$ cat src/rtl/can_fd_crc_field_rx_pkg.sv
// Shared definitions for the CAN FD CRC-field receiver: FSM state encoding,
// field lengths and the default fixed-stuff-bit spacing.
package can_fd_pkg;

  typedef enum logic [1:0] {
    ST_IDLE = 2'd0,
    ST_SC   = 2'd1,
    ST_CRC  = 2'd2
  } state_e;

  localparam int CRC17_LEN      = 17;
  localparam int CRC21_LEN      = 21;
  localparam int SC_LEN         = 4;
  localparam int FSB_PERIOD_DEF = 5;

endpackage

$ cat src/rtl/can_fd_crc_field_rx_stuff_cnt_dec.sv
// Stuff-count decoder: three Gray bits (MSB first) plus one parity bit,
// giving the binary stuff count and an odd-parity error flag.
module can_stuff_cnt_dec (
  input  logic [3:0] sc_bits,
  output logic [2:0] stuff_cnt,
  output logic       parity_err
);

  // sc_bits[3:1] hold the Gray code in arrival order, sc_bits[0] is parity
  assign stuff_cnt[2] = sc_bits[3];
  assign stuff_cnt[1] = sc_bits[3] ^ sc_bits[2];
  assign stuff_cnt[0] = sc_bits[3] ^ sc_bits[2] ^ sc_bits[1];
  assign parity_err   = ^sc_bits;

endmodule

$ cat src/rtl/can_fd_crc_field_rx.sv
// CAN FD CRC-field receiver: checks fixed stuff bits, destuffs the CRC and,
// when CAN_FD_STUFF_CNT_EN is defined, decodes the ISO stuff-count field.
module can_fd_crc_field_rx
  import can_fd_pkg::*;
#(
  parameter int CRC_MAX_W  = 21,
  parameter int FSB_PERIOD = FSB_PERIOD_DEF
) (
  input  logic                 clk,
  input  logic                 rst,
  input  logic                 bit_valid,
  input  logic                 bit_in,
  input  logic                 start,
  input  logic                 abort,
  input  logic                 fd_iso,
  input  logic                 crc21_sel,
  output logic [CRC_MAX_W-1:0] crc_o,
  output logic [2:0]           stuff_cnt_o,
  output logic                 parity_err,
  output logic                 fsb_err_p,
  output logic                 fsb_err,
  output logic                 busy,
  output logic                 done
);

  localparam logic [6:0] FSB_P = 7'(FSB_PERIOD);

  state_e               state_q, state_d;
  logic [6:0]           pos_q, pos_d;
  logic [4:0]           dcnt_q, dcnt_d;
  logic [CRC_MAX_W-1:0] crc_q, crc_d;
  logic                 crc21_q, crc21_d;
  logic                 prev_q, prev_d;
  logic                 fsb_err_q, fsb_err_d;
  logic                 fsb_err_p_q, fsb_err_p_d;
  logic                 fin_q, fin_d;
  logic                 done_q, done_d;
  logic                 is_fsb;
  logic [4:0]           crc_last;

`ifdef CAN_FD_STUFF_CNT_EN
  logic [3:0] sc_q, sc_d;

  can_stuff_cnt_dec u_sc_dec (
    .sc_bits    (sc_q),
    .stuff_cnt  (stuff_cnt_o),
    .parity_err (parity_err)
  );
`else
  logic unused_fd_iso;
  assign unused_fd_iso = fd_iso;
  assign stuff_cnt_o   = 3'd0;
  assign parity_err    = 1'b0;
`endif

  assign is_fsb   = (pos_q % FSB_P) == 7'd0;
  assign crc_last = crc21_q ? 5'(CRC21_LEN - 1) : 5'(CRC17_LEN - 1);

  always_comb begin
    state_d     = state_q;
    pos_d       = pos_q;
    dcnt_d      = dcnt_q;
    crc_d       = crc_q;
    crc21_d     = crc21_q;
    prev_d      = bit_valid ? bit_in : prev_q;
    fsb_err_d   = fsb_err_q;
    fsb_err_p_d = 1'b0;
    fin_d       = 1'b0;
    done_d      = fin_q;
`ifdef CAN_FD_STUFF_CNT_EN
    sc_d        = sc_q;
`endif
    if (abort) begin
      state_d = ST_IDLE;
    end else if (bit_valid && start) begin
      // Start bit is field position 0 and is itself the first FSB
      crc_d       = '0;
      crc21_d     = crc21_sel;
      dcnt_d      = 5'd0;
      pos_d       = 7'd1;
      fsb_err_d   = (bit_in == prev_q);
      fsb_err_p_d = (bit_in == prev_q);
`ifdef CAN_FD_STUFF_CNT_EN
      sc_d        = 4'd0;
      state_d     = fd_iso ? ST_SC : ST_CRC;
`else
      state_d     = ST_CRC;
`endif
    end else if (bit_valid && (state_q != ST_IDLE)) begin
      pos_d = pos_q + 7'd1;
      if (is_fsb) begin
        if (bit_in == prev_q) begin
          fsb_err_d   = 1'b1;
          fsb_err_p_d = 1'b1;
        end
      end else begin
        dcnt_d = dcnt_q + 5'd1;
        case (state_q)
`ifdef CAN_FD_STUFF_CNT_EN
          ST_SC: begin
            sc_d = {sc_q[2:0], bit_in};
            if (dcnt_q == 5'(SC_LEN - 1)) begin
              state_d = ST_CRC;
              dcnt_d  = 5'd0;
            end
          end
`endif
          ST_CRC: begin
            crc_d = {crc_q[CRC_MAX_W-2:0], bit_in};
            if (dcnt_q == crc_last) begin
              state_d = ST_IDLE;
              fin_d   = 1'b1;
            end
          end
          default: ;
        endcase
      end
    end
  end

  always_ff @(posedge clk) begin
    if (rst) begin
      state_q     <= ST_IDLE;
      pos_q       <= 7'd0;
      dcnt_q      <= 5'd0;
      crc_q       <= '0;
      crc21_q     <= 1'b0;
      prev_q      <= 1'b1;
      fsb_err_q   <= 1'b0;
      fsb_err_p_q <= 1'b0;
      fin_q       <= 1'b0;
      done_q      <= 1'b0;
`ifdef CAN_FD_STUFF_CNT_EN
      sc_q        <= 4'd0;
`endif
    end else begin
      state_q     <= state_d;
      pos_q       <= pos_d;
      dcnt_q      <= dcnt_d;
      crc_q       <= crc_d;
      crc21_q     <= crc21_d;
      prev_q      <= prev_d;
      fsb_err_q   <= fsb_err_d;
      fsb_err_p_q <= fsb_err_p_d;
      fin_q       <= fin_d;
      done_q      <= done_d;
`ifdef CAN_FD_STUFF_CNT_EN
      sc_q        <= sc_d;
`endif
    end
  end

  assign crc_o     = crc_q;
  assign fsb_err   = fsb_err_q;
  assign fsb_err_p = fsb_err_p_q;
  assign busy      = (state_q != ST_IDLE);
  assign done      = done_q;

endmodule

$ cat config.mk
export PLATFORM = sky130hd
export DESIGN_NAME = can_fd_crc_field_rx
export DESIGN_NICKNAME = d
export VERILOG_FILES = /design/src/rtl/can_fd_crc_field_rx_pkg.sv /design/src/rtl/can_fd_crc_field_rx_stuff_cnt_dec.sv /design/src/rtl/can_fd_crc_field_rx.sv
export SDC_FILE = /design/constraint.sdc
export NUM_CORES = 1
export LEC_CHECK = 0
export CORE_MARGIN = 8
export CORE_UTILIZATION = 47
export DETAILED_ROUTE_END_ITERATION = 12
export HOLD_SLACK_MARGIN = 0.06
export PLACE_DENSITY_LB_ADDON = 0.05
export SYNTH_ARGS = -nofsm -noshare
export SYNTH_HDL_FRONTEND = slang
export SYNTH_SLANG_ARGS = --single-unit
$ cat constraint.sdc
create_clock -name clk -period 1.9 [get_ports clk]
set_input_delay 0.19 -clock clk [delete_from_list [all_inputs] [get_ports clk]]
set_output_delay 0.19 -clock clk [all_outputs]
set_load 0.05 [all_outputs]
* Word-level counts from Yosys, hierarchy flattened
Cells that the tools add are included.
** Operators by class
- Order comparisons :: 0
- $mul :: 0
- Reductions and logical operators :: 16
- Muxes and demuxes :: 24
- Div/mod/pow operators :: 1
- Eq/ne operators :: 3
- Shift operators :: 0
- Add/subtract/negate cells :: 2
- Bitwise gates (word level) :: 3
** Operators with widths (number)
- $mux W21 :: 4
- $mux W5 :: 3
- $mux W7 :: 2
- $reduce_and A4 Y1 :: 3
- $mux W2 :: 5
- $reduce_bool A2 Y1 :: 5
- $mux W1 :: 9
- $add A7 B1 Y7 const B :: 1
- $logic_not A7 Y1 :: 1
- $mod A7 B3 Y7 const B :: 1
- $reduce_or A6 Y1 :: 1
- $add A5 B1 Y5 const B :: 1
- $eq A5 B5 Y1 :: 1
- $reduce_and A2 Y1 :: 2
- $mux W3 :: 1
- $not A1 Y1 :: 3
- $reduce_and A3 Y1 :: 1
- $logic_and A1 B1 Y1 :: 2
- $ne A2 B1 Y1 const B :: 1
- $reduce_or A2 Y1 :: 1
- $eq A1 B1 Y1 :: 1
** Word-level totals
- Memory bits (writable) :: 0
- Flip-flop bits (word level) :: 40
- Memory bits (read-only) :: 0
- Input bits :: 8
- Bits in latches :: 0
- Output and inout bits :: 29
- Memories :: 0

* Depth between registers and ports, before layout
- Word-level depth :: 7
- Gate-level depth with buffers :: 9

* Worst setup path before layout
OpenSTA, ideal clock, no wires.
- Path type :: register to register
- Start point :: reg pos_q[5]
- End point :: reg dcnt_q[3]
- Data required time :: 1.841 ns
- Path slack :: -0.004 ns
- Cell stages (with the launch flop) :: 9
- Arrival :: 1.845 ns
- Cell sequence :: dfxtp_1 > buf_6 > or3b_4 > a31oi_1 > a2111o_2 > a22oi_2 > buf_6 > or4_1 > nand2_1
** Between the ends
- Longest elaborated chain between the ends :: 4
** Ends and longest elaborated chain
- start: declaration :: line can_fd_crc_field_rx.sv:29 : logic [6:0] pos_q, pos_d;
- start signal: assignment :: line can_fd_crc_field_rx.sv:138 : pos_q <= pos_d;
- $mod A7 B3 Y7 :: line can_fd_crc_field_rx.sv:56 : assign is_fsb = (pos_q % FSB_P) == 7'd0;
- $logic_not A7 Y1 :: line can_fd_crc_field_rx.sv:56
- $ne A2 B1 Y1 (no source line)
- $reduce_and A3 Y1 (no source line)
- end signal: assignment :: line can_fd_crc_field_rx.sv:139 : dcnt_q <= dcnt_d;
- end: declaration :: line can_fd_crc_field_rx.sv:30 : logic [4:0] dcnt_q, dcnt_d;
Every way passes these cells.
A chain may end at the register's enable or synchronous reset.

* Final worst setup path
- Start point :: reg pos_q[3]
- End point :: reg dcnt_q[0]
The elaborated chain is that of the path after synthesis.

==> metrics <==
Synth Warn # 0; port bufs 31; worst path required time approximately 2.1 ns; CP arrival 2.26 ns; Leakage ~1.1 nW; # rows 24; max_slew headroom 0.653; Crit. End Element flop; DR WL/cell ~16 µm; Starting DRT DRC Count 111; Antenna diodes 0; hold crit path type reg -> reg; CTS Buf Count 5; antenna-violating nets left 0; Synth async-reset ratio 0; DR vias/cell roughly 5.7; Tmin final slightly above 2 ns; Hold Path Origin done_d; CP Max Fanout 7; CP startpoint kind flop; Final Setup Violations 30; Avg Synthesized Cell Area 8.37 µm²; WHS ~0.45 ns; sequential area share after synthesis 0.372; worst-margin pin slew 0.518 ns; global-route wire length before repair between 8000 and 9000 µm; Total GRT Usage 0.145; initial antenna violation count 0; failing checks setup timing; Hold Path Sink done; most common cell after layout, fill and taps aside nand3_1; drt first pass iters 5; ratio of cells with drive above 1 in the final layout 0.265; fin. max-slew vios 0; CTS tree built; CTS Root Buffer Type clkbuf_8; reg-to-reg setup timing slack -0.17 ns; Synth Flop Type dfxtp_1; R2R Path End dcnt_q[0]; Synth Cell Area between 2000 and 2500 µm²; worst setup path category reg -> reg; I/O pin count 37; vias in the first global route ~1900; RSZ-0062 raised after global routing yes; Clock Latency Late Sink about 0.29 ns; Clock Skew 0.00310 ns; CTS HTree Levels 2; total congestion overflow 0; worst setup path startpoint pos_q[3]; period utilization 1.09; FF-to-FF path depth 7; drc violations 0; power per cell area between 500 and 600 nW/µm²; Pwr Total approximately 0.0017 W; vias after detailed routing roughly 2100; final worst slack -0.172 ns; Hold Path Depth 1; DIE WIDTH 83.6 µm; HPWL after detailed placement between 3000 and 4000 µm; Total Wirelength just under 6000 µm; layout net count 320; core area roughly 4400 µm²; DIE HEIGHT ~84 µm; Clock Pin Slew Worst Setup and Hold Paths 0.08 ns; synth unique cells 48; Starting Density 0.491; clock sinks 40; maximum capacitance violations 0; Achievable Freq around 480 MHz; largest net degree at the start of global routing 43; RR Startpoint pos_q[3]; GPL Wtd Cong between 0.7 and 0.8; Hold Violations, Final 0; outcome complete, but fails checks; Hold-fix buffers, CTS 0; Mapped Cells about 260; final core utilization 0.692; commonest non-fill, non-tap cells in the layout nand3_1, dfxtp_1, clkdlybuf4s50_1, buf_4, a31oi_1; clk buf depth 2; EDFF count, synth 0; Max VDD drop between 0.0003 and 0.0004 V; Area Overhead vs Synth 41.1%; die area 7000 µm²; #FFs+latches synth 40
how the worst max path moves through the flow:
stage / endpoint / cells past startpoint / slack [ns]
CTS: dcnt_q[3] / 8 / -0.12
finish: dcnt_q[0] / 7 / -0.17
global placement: dcnt_q[3] / 8 / -0.11
detailed placement: dcnt_q[4] / 8 / -0.13
floorplan: dcnt_q[3] / 8 / 0.004
global route: state_q[1] / 7 / -0.24
per-stage QoR:
stage	cell area, µm²	cells	setup WS [ns]	TNS, ns
floorplan	2160	260	0.00395	0
global placement	2620	342	-0.113	-2.08
global route	3040	361	-0.243	-5.45
detailed placement	2620	342	-0.133	-2.70
CTS	2750	350	-0.116	-0.748
finish	3040	361	-0.172	-3.54
timing repair:
item                       4_1_cts  5_1_grt
resized for setup                8       24
buffers inserted                 0        6
pin swaps                        2        9
setup endpoints to repair       28       30
gates cloned                     0        5
cell type report:
cell class              instances  area, µm²
well taps                      52       65.1
fillers                       347       1350
repair buffers                 70        717
flip-flops and latches         40        815
clock inverters                 2       35.0
inverters                       4       15.0
multi-input cells             187       1320
clock buffers                   6       72.6
state kept, by name (all words and copies together), names as in the netlist:
name,cells
done_d,1
fsb_err_p,1
crc21_q,1
dcnt_q,5
prev_q,1
done,1
crc_o,21
state_q,1
fsb_err,1
pos_q,7
cells in the mapped netlist (2+ instances only):
library cell,count,area (µm²)
a21oi_1,4,20.0
a22o_1,2,17.5
a31oi_1,22,138
and3b_1,2,17.5
buf_2,9,45.0
buf_4,4,30.0
buf_6,5,56.3
clkbuf_1,11,41.3
dfxtp_1,40,801
ha_1,4,50.1
inv_1,4,15.0
nand2_1,13,48.8
nand2b_1,5,31.3
nand3_1,65,325
nand3b_1,2,15.0
nand4_1,4,25.0
nor2_1,8,30.0
nor2b_1,6,37.5
nor3_1,3,15.0
nor3b_1,3,22.5
nor4_1,3,18.8
o211ai_1,2,15.0
o21ai_0,2,10.0
or4_1,2,15.0
xnor2_1,5,43.8
xor2_1,5,43.8
routing by layer:
layer  part of all wire  track usage
met1               0.46        0.177
met2               0.49        0.235
met3              0.050       0.0479
met4             0.0074       0.0440
met5                  0            0
kinds of logic (layout without fill, tap and decap cells):
logic type | Yosys count | count (layout) | synth area share
buffers and inverters | 33 | 82 | 0.0873
AOI/OAI and AO/OA | 47 | 47 | 0.168
adders and majority gates | 4 | 4 | 0.0233
and+or+nand+nor | 121 | 121 | 0.302
muxes | 1 | 1 | 0.00524
DFF | 40 | 40 | 0.372
other | 1 | 4 | 0.00174
xor gates and xnor gates | 10 | 10 | 0.0407
report_power, final:
group / internal (W) / switching [W] / total, W
Sequential: 0.000839 / 0.00000503 / 0.000844
Combinational: 0.0000841 / 0.000124 / 0.000208
Clock: 0.000390 / 0.000296 / 0.000686
worst max-delay path, cell delays in order, from the launching register on:
cell	delay (ns)
dfxtp_4	0.37
nand2b_4	0.16
xnor2_4	0.14
a2111o_2	0.48
a22oi_2	0.29
buf_4	0.21
nor3_4	0.05
mux2_2	0.26
No activity file was read; power rests on OpenSTA's default activity.
==> RTL change 1, RTL diff (config.mk and constraints unchanged) <==
Change the parameter `CRC_MAX_W` from 21 to 42.
--- a/src/rtl/can_fd_crc_field_rx.sv
+++ b/src/rtl/can_fd_crc_field_rx.sv
@@ -5,3 +5,3 @@
 #(
-  parameter int CRC_MAX_W  = 21,
+  parameter int CRC_MAX_W  = 42,
   parameter int FSB_PERIOD = FSB_PERIOD_DEF
Interface: changed (resized crc_o); port bits go from 37 to 58. The function was not compared with the original's and may differ.
==> RTL change 1 against the unedited design <==
The flow still finishes with violations (setup timing). Sequential share of layout area is 0.98 points higher. Global-route usage rose by 1.5 points. Setup slack got worse by 0.088 ns. Core utilization grew 2.5 points. Area after synthesis increased by 37%. Cell area increased by 47%. Total power up 67%. Via count increased by 23%. Sequential cell count increased by 21. Die area rose by 29%. Synthesized cell count increased by 11%. Wire length rose by 34%. Largest power group is now clock.
==> RTL change 1: results (changes against the unedited design) <==
| Metric | Value |
|---|---|
| Average size of a mapped cell | 10.4 um^2 (was 8.37 um^2) |
| Layout cells sized above 1 | 0.355 (was 0.265) |
| Failing checks | setup timing (unchanged) |
| Clk pwr share | 0.484 (was 0.395) |
| Hold depth | 3 (was 1) |
| First-pass GRT wire length | 11300 um (was 8770 um) |
| Routed WL | 7800 um (was 5840 um) |
| Crit-path max cell delay | 0.53 ns (was 0.48 ns) |
| Hold crit path type | in -> reg (was reg -> reg) |
| DP Cell Count | 431 (was 342) |
| Worst Setup Slack, final | -0.260 ns (was -0.172 ns) |
| CTS buffer count | 9 (was 5) |
| Drt first-iter violations | 72 (was 111) |
| Worst r2r src | pos_q[6] (was pos_q[3]) |
| Final Non-Filler Cells | 466 (was 361) |
| Fin nets | 396 (was 320) |
| Worst skew pair latency | 0.34 ns (was 0.29 ns) |
| Vias after detailed routing | 2533 (was 2059) |
| CTS H-tree depth | 3 (was 2) |
| Post-synthesis xor/xnor area fraction | 0.0263 (was 0.0407) |
| Sw power | 0.649 mW (was 0.425 mW) |
| Slew headroom | 0.650 (was 0.653) |
| Pleak | 1.58 nW (was 1.05 nW) |
| Crit path arrival time | 2.43 ns (was 2.26 ns) |
| Post-synthesis compound-gate area fraction | 0.266 (was 0.168) |
| Reg-to-reg endpoint | crc_o[25] (was dcnt_q[0]) |
| Setup tns final | -10.50 ns (was -3.54 ns) |
| Worst Path Max Fanout | 8 (was 7) |
| Hpwl dp | 4620 um (was 3510 um) |
| Worst Hold Endpoint | crc21_q (was done) |
| Commonest cells in the synthesized netlist | dfxtp_1 (61), nand2b_1 (48), o22ai_2 (39), nand2_1 (15), buf_4 (11) (was nand3_1 (65), dfxtp_1 (40), a31oi_1 (22), nand2_1 (13), clkbuf_1 (11)) |
| Hold path start | crc21_sel (was done_d) |
| Status | finished with violations (unchanged) |
| Routability cong. | 0.813 (was 0.787) |
| Vias in the first global route | 2365 (was 1916) |
| Final setup fails | 50 (was 30) |
| Largest net degree at the start of global routing | 31 (was 43) |
| Power of the combinational group | 0.213 mW (was 0.208 mW) |
| Total track usage | 0.160 (was 0.145) |
| Clk_skew | 0.00381 ns (was 0.00310 ns) |
## RTL change 1: through the flow
step           hold slack (ns)  utilization  total power [mW]
3_5_place_dp             0.446        0.603              1.48
4_1_cts                  0.404        0.669              2.90
5_1_grt                  0.413        0.717              2.98
6_report                 0.408        0.717              2.89
3_3_place_gp             0.439        0.603              1.48
2_1_floorplan            0.268            -              1.42
## RTL change 1: kinds of logic (layout without fill, tap and decap cells)
group / count (synthesis) / after routing
buffers and inverters: 32 / 133
AO/OA/AOI/OAI: 77 / 77
XOR/XNOR: 8 / 8
multiplexers: 3 / 3
other: 1 / 4
AND/OR/NAND/NOR: 98 / 99
adder cells (fa/ha/maj): 4 / 4
flip-flops: 61 / 61
## RTL change 1: timing repair
action / 4_1_cts / 5_1_grt
setup buffers: 7 / 3
pin swaps: 6 / 22
setup endpoints to repair: 51 / 51
gates cloned: 2 / 9
resized for setup: 16 / 21
## RTL change 1: final cells by class
type / count / area (um^2)
Clock buffer: 10 / 128
Clock inverter: 6 / 111
Fill cell: 468 / 1760
Inverter: 8 / 30.0
Multi-Input combinational cell: 195 / 1670
Sequential cell: 61 / 1240
Tap cell: 77 / 96.3
Timing Repair Buffer: 109 / 1180
## RTL change 1: how the worst max path moves through the flow
stage	from	to	depth (start not counted)
after floorplan	pos_q[3]	crc_o[40]	8
after global placement	pos_q[6]	crc_o[0]	8
after detailed placement	pos_q[6]	crc_o[0]	8
after CTS	pos_q[6]	crc_o[24]	10
after global routing	pos_q[6]	crc_o[25]	7
final	pos_q[6]	crc_o[25]	7
## RTL change 1: layer usage
metal	up-vias	GRT usage	wire, um
met1	1226	0.201	3800
met3	12	0.0441	384
li1	1232	-	-
met2	63	0.245	3500
met4	0	0.0806	125
met5	-	0	0
==> RTL change 2, RTL diff (same settings) <==
Without the edit above. Make the reset (`rst`) asynchronous in one clocked block.
--- a/src/rtl/can_fd_crc_field_rx.sv
+++ b/src/rtl/can_fd_crc_field_rx.sv
@@ -120,3 +120,3 @@
 
-  always_ff @(posedge clk) begin
+  always_ff @(posedge clk or posedge rst) begin
     if (rst) begin
Function: differs if rst is asserted again (counterexample within 4 cycles, from zero or initial values and one cycle with rst high); with rst held inactive, the same outputs for 4 cycles.
==> RTL change 2 against the unedited design <==
The flow still finishes with violations (setup timing). Cell area increased by 10%. Die area increased by 7.1%. Core utilization increased by 1.1 points. Area after synthesis increased by 8.8%. Sequential cell count unchanged. Wire length increased by 0.55%. Cell count increased by 9.7%. First-iteration DRC count increased by 3.6%. Via count decreased by 1.1%. Setup slack got worse by 0.83 ns. Critical path depth increased by 4. Critical path type unchanged.
Power is not compared: it rests on default switching activity, and its combinational part moved more than twofold at a synthesized area within 25%.
==> RTL change 2: results (changes against the unedited design) <==
| Metric | Value |
|---|---|
| Drt first-iter violations | 115 (was 111) |
| Final hold slack | 0.312 ns (was 0.447 ns) |
| Async SR Flop Fraction | 1.00 (was 0) |
| Commonest cells in the synthesized netlist | nand2_1 (63), dfrtp_1 (39), mux2i_1 (24), nor2_1 (13), inv_1 (10) (was nand3_1 (65), dfxtp_1 (40), a31oi_1 (22), nand2_1 (13), clkbuf_1 (11)) |
| Failing checks | setup timing (unchanged) |
| Top cells by area, synth | dfrtp_1 (42%), mux2i_1 (10%), nand2_1 (10%) (was dfxtp_1 (37%), nand3_1 (15%), a31oi_1 (6.4%)) |
| Slowest cell on the critical path | or4b_4 (was a2111o_2) |
| Primary FF master, synth | dfrtp_1 (was dfxtp_1) |
| Crit path capture | crc_o[18] (was dcnt_q[0]) |
| Vias in the first global route | 2025 (was 1916) |
| Worst Setup Slack, final | -1.00 ns (was -0.172 ns) |
| Hold crit path type | in -> async (was reg -> reg) |
| Post-synthesis compound-gate area fraction | 0.103 (was 0.168) |
| Routed WL | 5870 um (was 5840 um) |
| DP Cell Count | 379 (was 342) |
| Via density | 5.14 (was 5.70) |
| Crit path arrival time | 3.09 ns (was 2.26 ns) |
| Routability cong. | 0.871 (was 0.787) |
| Mux share of post-synthesis cell area | 0.107 (was 0.00524) |
| # fillers | 390 (was 347) |
| Worst r2r src | pos_q[4] (was pos_q[3]) |
| Count of different cell masters after synthesis | 47 (was 48) |
| Fin nets | 343 (was 320) |
| Hpwl dp | 4060 um (was 3510 um) |
| Worst Path Max Fanout | 8 (was 7) |
| Setup tns final | -28.80 ns (was -3.54 ns) |
| First-pass GRT wire length | 9590 um (was 8770 um) |
| Gate Count Post-Synth | 252 (was 257) |
| Total track usage | 0.159 (was 0.145) |
| Antenna diode count | 0 (unchanged) |
| Routed WL per cell | 14.8 um (was 16.2 um) |
| Status | finished with violations (unchanged) |
| Post-synthesis xor/xnor area fraction | 0.0337 (was 0.0407) |
| Drt first pass iters | 4 (was 5) |
| Worst-Margin Slew | 0.551 ns (was 0.518 ns) |
| Crit-path max cell delay | 0.50 ns (was 0.48 ns) |
| Clk_skew | 0.0107 ns (was 0.00310 ns) |
| Share of the yosys chip area belonging to registers | 0.428 (was 0.372) |
| Final setup fails | 30 (unchanged) |
| Layout cells sized above 1 | 0.298 (was 0.265) |
[RTL change 2: cell types whose count changed after synthesis, sizes merged, moves of 20 or more]
cell / before / now
nand2: 13 / 63
nand3: 65 / 3
a31oi: 22 / 2
mux2i: 0 / 24
dfrtp: 0 / 39
dfxtp: 40 / 0
[RTL change 2: where the power goes]
group	switching [mW]	total (mW)	leakage, nW	internal (mW)
Combinational	0.292	0.528	0.805	0.237
Sequential	0.0315	0.923	0.545	0.892
Clock	0.348	0.744	0.0548	0.396
Total	0.671	2.20	1.41	1.52
[RTL change 2: what timing repair did]
action	CTS	global route
hold endpoints to repair	0	0
setup endpoints to repair	30	30
pin swaps	10	15
gates resized for setup	10	24
buffers inserted	3	3
cloned	1	2
[RTL change 2: routing by layer]
layer / vias to the layer above / GRT usage / wire length (um)
li1: 1007 / - / -
met1: 973 / 0.203 / 2790
met2: 47 / 0.260 / 2740
met3: 9 / 0.0350 / 252
met4: 0 / 0.0516 / 90
met5: - / 0 / 0
[RTL change 2: layout make-up]
cell class,count,area (um^2),area share
Multi-Input combinational cell,187,1330,0.397
Inverter,11,43.8,0.0131
Clock buffer,5,68.8,0.0206
Timing Repair Buffer,83,771,0.230
Sequential cell,40,1000,0.300
Tap cell,67,83.8,0.0251
Clock inverter,3,46.3,0.0138
[RTL change 2: through the flow]
step | area [um^2] | total power [mW]
floorplan | 2380 | 1.21
global placement | 3000 | 1.37
detailed placement | 3000 | 1.37
CTS | 3180 | 2.15
global route | 3340 | 2.29
finish | 3340 | 2.20
